File: src/rtl/modexp_seq_pkg.sv
// Shared types and helpers for the modexp stream sequencer.
package modexp_seq_pkg;

  localparam int MAX_WORDS_DEF = 128;

  typedef enum logic [3:0] {
    S_IDLE,
    S_PTR_RST,
    S_LOAD_EXP,
    S_LOAD_MOD,
    S_LOAD_MSG,
    S_WAIT_RDY,
    S_START,
    S_WAIT_BUSY,
    S_WAIT_DONE,
    S_RD_FETCH,
    S_RD_OUT,
    S_FINISH
  } seq_state_e;

  // Exponent bit count to 32-bit word count, rounded up. 8191 bits would
  // need 256 words, so callers must range-check before trusting the result.
  function automatic logic [7:0] words_from_bits(input logic [12:0] bits);
    return 8'(({1'b0, bits} + 14'd31) >> 5);
  endfunction

endpackage

File: src/rtl/modexp_seq_loader.sv
// Streams a fixed number of words from a valid/ready input into one memory
// write port; the caller muxes the write strobe onto the selected memory.
module modexp_seq_loader #(
  parameter int CNT_W = 8
) (
  input  logic             clk,
  input  logic             rst,
  input  logic             active_i,
  input  logic [CNT_W-1:0] target_i,
  input  logic             in_valid_i,
  input  logic [31:0]      in_data_i,
  output logic             in_ready_o,
  output logic             wr_o,
  output logic [31:0]      wdata_o,
  output logic             last_o
);

  localparam logic [CNT_W-1:0] ONE = CNT_W'(1);

  logic [CNT_W-1:0] cnt_q, cnt_d;

  assign in_ready_o = active_i;
  assign wr_o       = active_i & in_valid_i;
  assign wdata_o    = in_data_i;
  assign last_o     = wr_o && (cnt_q == target_i - ONE);

  always_comb begin
    cnt_d = cnt_q;
    if (wr_o) cnt_d = last_o ? '0 : cnt_q + ONE;
  end

  always_ff @(posedge clk or posedge rst) begin
    if (rst) cnt_q <= '0;
    else     cnt_q <= cnt_d;
  end

endmodule

File: src/rtl/modexp_stream_sequencer.sv
// Loads exponent, modulus and message into the modexp core from one input
// stream, starts the core, then drains the result onto an output stream.
module modexp_stream_sequencer
  import modexp_seq_pkg::*;
#(
  parameter int MAX_WORDS = MAX_WORDS_DEF,
  parameter int CNT_W     = 8
) (
  input  logic        clk,
  input  logic        rst,
  input  logic        go,
  input  logic [12:0] exponent_length,
  input  logic [7:0]  modulus_length,
  input  logic        in_valid,
  output logic        in_ready,
  input  logic [31:0] in_data,
  output logic        out_valid,
  input  logic        out_ready,
  output logic [31:0] out_data,
  output logic        out_last,
  output logic        busy,
  output logic        done,
  output logic        len_err,
  output logic        core_start,
  input  logic        core_ready,
  output logic        exp_cs,
  output logic        exp_wr,
  output logic        exp_rst,
  output logic [31:0] exp_wdata,
  output logic        mod_cs,
  output logic        mod_wr,
  output logic        mod_rst,
  output logic [31:0] mod_wdata,
  output logic        msg_cs,
  output logic        msg_wr,
  output logic        msg_rst,
  output logic [31:0] msg_wdata,
  output logic        res_cs,
  output logic        res_rst,
  input  logic [31:0] res_rdata
);

  localparam logic [CNT_W-1:0] ONE = CNT_W'(1);

  seq_state_e       state_q;
  logic [CNT_W-1:0] e_words_q, n_words_q, cnt_q;
  logic             out_valid_q, out_last_q, len_err_q;
  logic [31:0]      out_data_q;

  logic             exp_ok, mod_ok, ld_active, ld_wr, ld_last;
  logic [CNT_W-1:0] ld_target;
  logic [31:0]      ld_wdata;

  // Range checks run on the raw inputs so an over-long exponent cannot wrap
  // through the 8-bit word count.
  assign exp_ok = (exponent_length != 13'd0) && (int'(exponent_length) <= MAX_WORDS * 32);
  assign mod_ok = (modulus_length != 8'd0) && (int'(modulus_length) <= MAX_WORDS);

  assign ld_active = (state_q == S_LOAD_EXP) || (state_q == S_LOAD_MOD) ||
                     (state_q == S_LOAD_MSG);
  assign ld_target = (state_q == S_LOAD_EXP) ? e_words_q : n_words_q;

  modexp_seq_loader #(.CNT_W(CNT_W)) u_loader (
    .clk        (clk),
    .rst        (rst),
    .active_i   (ld_active),
    .target_i   (ld_target),
    .in_valid_i (in_valid),
    .in_data_i  (in_data),
    .in_ready_o (in_ready),
    .wr_o       (ld_wr),
    .wdata_o    (ld_wdata),
    .last_o     (ld_last)
  );

  always_ff @(posedge clk or posedge rst) begin
    if (rst) begin
      state_q     <= S_IDLE;
      e_words_q   <= '0;
      n_words_q   <= '0;
      cnt_q       <= '0;
      out_valid_q <= 1'b0;
      out_last_q  <= 1'b0;
      out_data_q  <= '0;
      len_err_q   <= 1'b0;
    end else begin
      len_err_q <= 1'b0;
      case (state_q)
        S_IDLE: begin
          if (go) begin
            if (exp_ok && mod_ok) begin
              e_words_q <= CNT_W'(words_from_bits(exponent_length));
              n_words_q <= CNT_W'(modulus_length);
              cnt_q     <= '0;
              state_q   <= S_PTR_RST;
            end else begin
              len_err_q <= 1'b1;
            end
          end
        end
        S_PTR_RST:  state_q <= S_LOAD_EXP;
        S_LOAD_EXP: if (ld_last) state_q <= S_LOAD_MOD;
        S_LOAD_MOD: if (ld_last) state_q <= S_LOAD_MSG;
        S_LOAD_MSG: if (ld_last) state_q <= S_WAIT_RDY;
        S_WAIT_RDY: if (core_ready) state_q <= S_START;
        S_START:    state_q <= S_WAIT_BUSY;
        S_WAIT_BUSY: if (!core_ready) state_q <= S_WAIT_DONE;
        S_WAIT_DONE: if (core_ready) state_q <= S_RD_FETCH;
        S_RD_FETCH: begin
          // read data for the current pointer is valid now
          out_valid_q <= 1'b1;
          out_data_q  <= res_rdata;
          out_last_q  <= (cnt_q == n_words_q - ONE);
          state_q     <= S_RD_OUT;
        end
        S_RD_OUT: begin
          if (out_ready) begin
            out_valid_q <= 1'b0;
            out_last_q  <= 1'b0;
            if (out_last_q) begin
              cnt_q   <= '0;
              state_q <= S_FINISH;
            end else begin
              cnt_q   <= cnt_q + ONE;
              state_q <= S_RD_FETCH;
            end
          end
        end
        S_FINISH: state_q <= S_IDLE;
        default:  state_q <= S_IDLE;
      endcase
    end
  end

  assign busy       = (state_q != S_IDLE) && (state_q != S_FINISH);
  assign done       = (state_q == S_FINISH);
  assign len_err    = len_err_q;
  assign core_start = (state_q == S_START);

  assign exp_rst = (state_q == S_PTR_RST);
  assign mod_rst = (state_q == S_PTR_RST);
  assign msg_rst = (state_q == S_PTR_RST);
  assign res_rst = (state_q == S_PTR_RST);

  assign exp_cs    = ld_wr && (state_q == S_LOAD_EXP);
  assign exp_wr    = exp_cs;
  assign exp_wdata = exp_cs ? ld_wdata : '0;
  assign mod_cs    = ld_wr && (state_q == S_LOAD_MOD);
  assign mod_wr    = mod_cs;
  assign mod_wdata = mod_cs ? ld_wdata : '0;
  assign msg_cs    = ld_wr && (state_q == S_LOAD_MSG);
  assign msg_wr    = msg_cs;
  assign msg_wdata = msg_cs ? ld_wdata : '0;

  assign out_valid = out_valid_q;
  assign out_data  = out_data_q;
  assign out_last  = out_last_q;
  assign res_cs    = (state_q == S_RD_OUT) && out_ready;

endmodule

File: config.mk
export PLATFORM = sky130hd
export DESIGN_NAME = modexp_stream_sequencer
export DESIGN_NICKNAME = d
export VERILOG_FILES = /design/src/rtl/modexp_seq_pkg.sv /design/src/rtl/modexp_seq_loader.sv /design/src/rtl/modexp_stream_sequencer.sv
export SDC_FILE = /design/constraint.sdc
export NUM_CORES = 1
export LEC_CHECK = 0
export ABC_CLOCK_PERIOD_IN_PS = 4450
export BUFFER_PORTS_ARGS = -buffer_cell sky130_fd_sc_hd__buf_2
export CELL_PAD_IN_SITES_DETAIL_PLACEMENT = 1
export CELL_PAD_IN_SITES_GLOBAL_PLACEMENT = 2
export CORE_ASPECT_RATIO = 0.6
export CORE_MARGIN = 8
export CORE_UTILIZATION = 26
export CTS_CLUSTER_SIZE = 8
export DETAILED_ROUTE_END_ITERATION = 10
export HOLD_SLACK_MARGIN = 0.03
export PLACE_DENSITY_LB_ADDON = 0.1
export SYNTH_ARGS = -nofsm -noshare
export SYNTH_HDL_FRONTEND = slang
export SYNTH_SLANG_ARGS = --single-unit
File: constraint.sdc
create_clock -name clk -period 4.45 [get_ports clk]
set_input_delay 0.445 -clock clk [delete_from_list [all_inputs] [get_ports clk]]
set_output_delay 0.445 -clock clk [all_outputs]
set_load 0.005 [all_outputs]
## Word-level counts from Yosys, hierarchy flattened

Index checks and enable logic that the tools add are counted.

| word-level totals | value |
|---|---|
| flip-flop bits (word level) | 71 |
| input bits | 91 |
| output and inout bits | 146 |
| word-level logic and storage cells | 88 |

| operators by class | value |
|---|---|
| $add $sub $neg | 5 |
| $lt $le $gt $ge | 2 |
| equal/unequal tests | 23 |
| mux-type cells | 27 |
| bitwise logic cells | 1 |
| reduce and logical (&&, ||, !) cells | 21 |

Operators with widths:

| kind | count |
|---|---|
| 32-bit two-way mux | 3 |
| 8-bit two-way mux | 6 |
| 4-bit case mux with 11 select lines | 1 |
| 4-bit two-way mux | 9 |
| 8-bit by 1-bit adder with 8-bit output (second input constant) | 2 |
| 4-bit by 3-bit equality test with 1-bit output (second input constant) | 4 |
| 4-bit equality test (second input constant) | 4 |
| 8-bit equality test | 2 |
| 8-bit case mux with 2 select lines | 1 |
| 8-bit by 1-bit subtractor with 8-bit output (second input constant) | 2 |
| 13-bit by 5-bit adder with 13-bit output (second input constant) | 1 |
| 13-bit <= comparator (second input constant) | 1 |
| 13-bit nonzero test | 1 |
| 2-bit != test (second input constant) | 6 |
| 1-bit logical AND | 9 |
| 9-bit AND reduction | 1 |
| 4-bit by 2-bit equality test with 1-bit output (second input constant) | 2 |
| 8-bit <= comparator (second input constant) | 1 |
| 8-bit nonzero test | 1 |
| 2-bit by 1-bit != test with 1-bit output (second input constant) | 3 |
| 4-bit by 1-bit equality test with 1-bit output (second input constant) | 1 |
| 4-bit zero test | 1 |
| 1-bit two-way mux | 4 |
| 4-bit != test (second input constant) | 1 |
| other kinds (9) | 12 |

## Depth between registers and ports, before layout

| depth | value |
|---|---|
| depth after elaboration | 7 |
| depth in mapped cells | 15 |
| depth with buffers taken out | 11 |

## Hierarchy

A second synthesis with hierarchy kept.

| second synthesis, totals | value |
|---|---|
| cells, all modules | 511 |
| area, all modules | 4885.9 um^2 |

By module, submodules not included:

| module | times used | cells each | area an instance (um^2) | seq. area each (um^2) |
|---|---|---|---|---|
| modexp_stream_sequencer | 1 | 409 | 4025.1 | 1576.5 |
| modexp_seq_loader | 1 | 102 | 860.8 | 200.2 |

## Least setup slack after synthesis

OpenSTA, ideal clock, no wires.

| timing | value |
|---|---|
| path type | register -> register |
| start | register state_q[2] |
| end | register state_q[0] |
| library setup time | 0.125 ns |
| data arrival time | 3.365 ns |
| setup slack | 0.960 ns |
| cell stages (with the launch flop) | 15 |
| buffers on the path | 4 |
| period minus slack after synthesis | 3.490 ns |
| cells stage by stage | dfrtp_1 clkbuf_1 nor4b_1 buf_2 buf_2 clkbuf_1 a21oi_1 ha_1 nor3b_1 mux2_2 o211ai_1 nand3b_1 a2111oi_4 o21ai_2 mux2_2 |

| on the way | value |
|---|---|
| longest elaborated chain between the ends | 7 |
| elaborated cells on any way between the ends | 29 |
| those cells by class | 1 x add/sub; 20 x eq/ne; 2 x mux; 1 x bitwise; 5 x reduce/logical |

RTL lines:

| item | line | RTL |
|---|---|---|
| start, declared | modexp_stream_sequencer.sv:45 | `seq_state_e state_q;` |
| start signal, assigned | modexp_stream_sequencer.sv:78 | `state_q <= S_IDLE;` |
| start signal, assigned | modexp_stream_sequencer.sv:95 | `state_q <= S_PTR_RST;` |
| start signal, assigned | modexp_stream_sequencer.sv:101 | `S_PTR_RST: state_q <= S_LOAD_EXP;` |
| 4-bit by 2-bit equality test with 1-bit output, on equally long branches | modexp_stream_sequencer.sv:59, modexp_stream_sequencer.sv:61, modexp_stream_sequencer.sv:88 |  |
| 8-bit two-way mux or 1-bit logical OR (tied branches) | modexp_stream_sequencer.sv:61, modexp_stream_sequencer.sv:59 |  |
| 8-bit by 1-bit subtractor with 8-bit output or 1-bit logical OR (tied branches) | modexp_seq_loader.sv:25, modexp_stream_sequencer.sv:59 |  |
| 8-bit equality test or 1-bit bitwise AND (tied branches) | modexp_seq_loader.sv:25, modexp_seq_loader.sv:23 |  |
| 1-bit logical AND | modexp_seq_loader.sv:25 | `assign last_o = wr_o && (cnt_q == target_i - ONE);` |
| 2-bit by 1-bit != test with 1-bit output (no line) | -- |  |
| 9-bit AND reduction (no line) | -- |  |

Parallel ways exist; a longest one is shown, timed or not.
A chain may end at the register's enable or synchronous reset.

## Worst setup path after layout

| timing | value |
|---|---|
| start | register state_q[3] |
| end | register state_q[1] |

Same word-level chain as after synthesis.

==> impl_metrics.env <==
export IMPL_ys_top_cells_by_count="dfrtp_1 (71), and2_1 (66), mux2_2 (46)"
export IMPL_p_total_uw=3650
export IMPL_ctsHoldBuffers=0
export IMPL_r2r_end="state_q[1]"
export IMPL_synth_top_cell_area_share_pct=38.0
export IMPL_drcViolationCount=0
export IMPL_area_delta_synth_final_pct=35.2
export IMPL_layout_min_cycle_time_ns=3.84
export IMPL_path_class="reg -> reg"
export IMPL_crit_path_start="state_q[3]"
export IMPL_ys_types=51
export IMPL_nFillCells=2156
export IMPL_worst_slew_pin_slew_ns=1.04
export IMPL_r2r_cells=10
export IMPL_routed_wl_um=17300
export IMPL_antennaDiodeCount=0
export IMPL_synth_main_ff_cell="dfrtp_1"
export IMPL_async_flop_share_pct=100
export IMPL_status="finished clean"
export IMPL_clk_pin_slew_ns=0.06
export IMPL_rsz0062_at_grt="no"
export IMPL_final_nets=813
export IMPL_synth_fp_nets=596
export IMPL_cts_tree="yes"
export IMPL_vias=4567
export IMPL_grt_start_max_net_pins=45
export IMPL_postCtsSetupBuffers=0
export IMPL_crit_chain="or4b_4, mux2i_1, ha_1, nor3b_1, nand3_1, o211ai_1, nand3b_1, a2111oi_4, o21ai_2, mux2_2"
export IMPL_first_pass_iters=4
export IMPL_cts_resized=0
export IMPL_io_pins=237
export IMPL_yosysSeqAreaShare_pct=38.0
export IMPL_fp_coreArea_um2=17800
export IMPL_fp_dieH_um=120
export IMPL_clk_path_buf_depth=2
export IMPL_slew_headroom_pct=30.7
export IMPL_grt_antenna_before_repair=0
export IMPL_via_per_inst=4.74
export IMPL_netlist_area_um2=4680
export IMPL_r2r_slack_ns=0.61
export IMPL_p_leak_uw=0.00334
export IMPL_htreeDepth=3
export IMPL_grt_pass1_vias=4814
export IMPL_finalHoldViolations=0
export IMPL_startpoint_type="flop"
export IMPL_cp_required_ns=4.66
export IMPL_finalClockSkew_ns=0.00908
export IMPL_grt_usage_pct=14.8
export IMPL_grt_pass1_wl_um=27700
export IMPL_arrival_ns=4.06
export IMPL_finalSetupTns_ns=0
export IMPL_grt_overflow=0
export IMPL_powerDensity_nw_per_um2=577
export IMPL_routedWlPerCell_um=18.0
export IMPL_maxCapViolations=0
export IMPL_slew_viol_final=0
export IMPL_drive_above_1_share_pct=43.8
export IMPL_yosys_area_top_type="dfrtp_1"
export IMPL_port_buffers=236
export IMPL_synth_most_common_cell="dfrtp_1"
export IMPL_pre_cts_slack_ns=0.631
export IMPL_antenna_left=0
export IMPL_min_period_over_period_pct=86.3
export IMPL_slowest_stage="or4b_4"
export IMPL_worstPathMaxFanout=17
export IMPL_end_kind="flop"
export IMPL_place_gp_congestion=0.823
export IMPL_finalHoldWorstSlack_ns=0.327
export IMPL_syn_inst=501
export IMPL_critPathCapture="state_q[1]"
export IMPL_place_detailed_hpwl_um=13900
export IMPL_max_freq_ghz=0.260
export IMPL_rows=38
export IMPL_drtIter0Drc=115
export IMPL_die_w_um=189
export IMPL_synth_edff_count=0
export IMPL_yosysWarnings=0
export IMPL_cts_root_buf="clkbuf_16"
export IMPL_r2r_start="state_q[3]"
export IMPL_multi_input_area_um2=2700
export IMPL_setup_viol=0
export IMPL_hp_class="in -> async"
export IMPL_die_area_um2=22700
export IMPL_ys_ff_latch=71
export IMPL_synth_area_leaders="dfrtp_1 (38%), mux2_2 (11%), and2_1 (8.8%), and3_1 (5.5%), xor2_1 (4.3%)"
export IMPL_register_area_um2=1780
export IMPL_clk_latency_ns=0.34
export IMPL_cts_sinks=71
export IMPL_cts_buffers=9
export IMPL_syn_area_per_cell_um2=9.34
export IMPL_worst_slack_ns=0.609
export IMPL_critical_path_max_stage_delay_ns=0.74
export IMPL_start_util_pct=26.3
export IMPL_worst_ir_drop_vdd_uv=196
[flip-flops by register name, summed over array words and instances, names as in the netlist]
name and flops:
cnt_q 8, e_words_q 8, len_err 1, n_words_q 8, out_data 32, out_last 1, out_valid 1, state_q 4
u_loader.cnt_q 8
[logic make-up (layout without fill, tap and decap cells)]
family	Yosys count	in the layout	share of synthesized area [%]
adder cells (fa/ha/maj)	4	4	1.07
AO/OA/AOI/OAI	66	66	9.62
XOR/XNOR	35	35	6.55
flip-flops	71	71	38.0
AND/OR/NAND/NOR	228	228	28.3
multiplexers	50	50	11.9
buffers and inverters	47	269	4.62
[cell type report]
class,instances,area share (%)
Clock inverter,6,0.712
Multi-Input combinational cell,383,42.7
Clock buffer,10,3.62
Inverter,9,0.534
Sequential cell,71,28.1
Timing Repair Buffer,244,19.6
Tap cell,240,4.74
[metrics by stage]
step           area, um2  cells  util [%]
3_3_place_gp        6060    947      34.0
2_1_floorplan       4680    501         -
6_report            6330    963      35.5
3_5_place_dp        6060    947      34.0
4_1_cts             6330    963      35.5
5_1_grt             6330    963      35.5
[worst min path at each step]
stage	from	to	cells after the start	slack, ns
after CTS	res_rdata[26]	out_data[26]	2	0.33
after global placement	out_valid	out_valid	1	0.46
after global routing	res_rdata[30]	out_data[30]	2	0.33
final	rst	out_data[2]	2	0.33
after detailed placement	out_valid	out_valid	1	0.48
after floorplan	cnt_q[7]	cnt_q[7]	1	0.47
[placed cells by master, fill, tap and decap left out, types with 3 or more instances in the layout]
cell type and n:
a21oi_1 6, a31oi_1 3, and2_1 66, and3_1 41, buf_2 236, buf_4 8, clkbuf_16 9, clkinvlp_4 3
dfrtp_1 71, ha_1 4, inv_1 8, mux2_2 46, mux2i_1 4, nand2_1 23, nand2b_1 6, nand3_1 13
nand3b_1 3, nand4_1 10, nor2_1 27, nor2b_1 4, nor3_1 8, nor3b_1 4, nor4_1 5, o211ai_1 3
o21ai_0 31, o31ai_1 6, xnor2_1 12, xor2_1 23
[where the power goes]
group	total, uW	internal (uW)	switching [uW]
Clock	681	381	300
Sequential	1210	901	314
Combinational	1760	859	899
[worst max-delay path: cells and delay by family, from the launching register on]
family,cells,cell delay [ns]
AOI/OAI and AO/OA,3,0.90
adders and majority gates,1,0.33
DFF,1,0.59
muxes,2,0.60
and+or+nand+nor,4,1.31
[layer usage]
metal  GRT usage (%)  vias to the layer above  wire length, um
met2            24.7                      131             8170
met5               0                        -                0
li1                -                     2193                -
met3            3.97                       11             1020
met4            2.48                        0               99
met1            19.3                     2232             8060
Note: power is estimated with default switching activity, not from simulation.
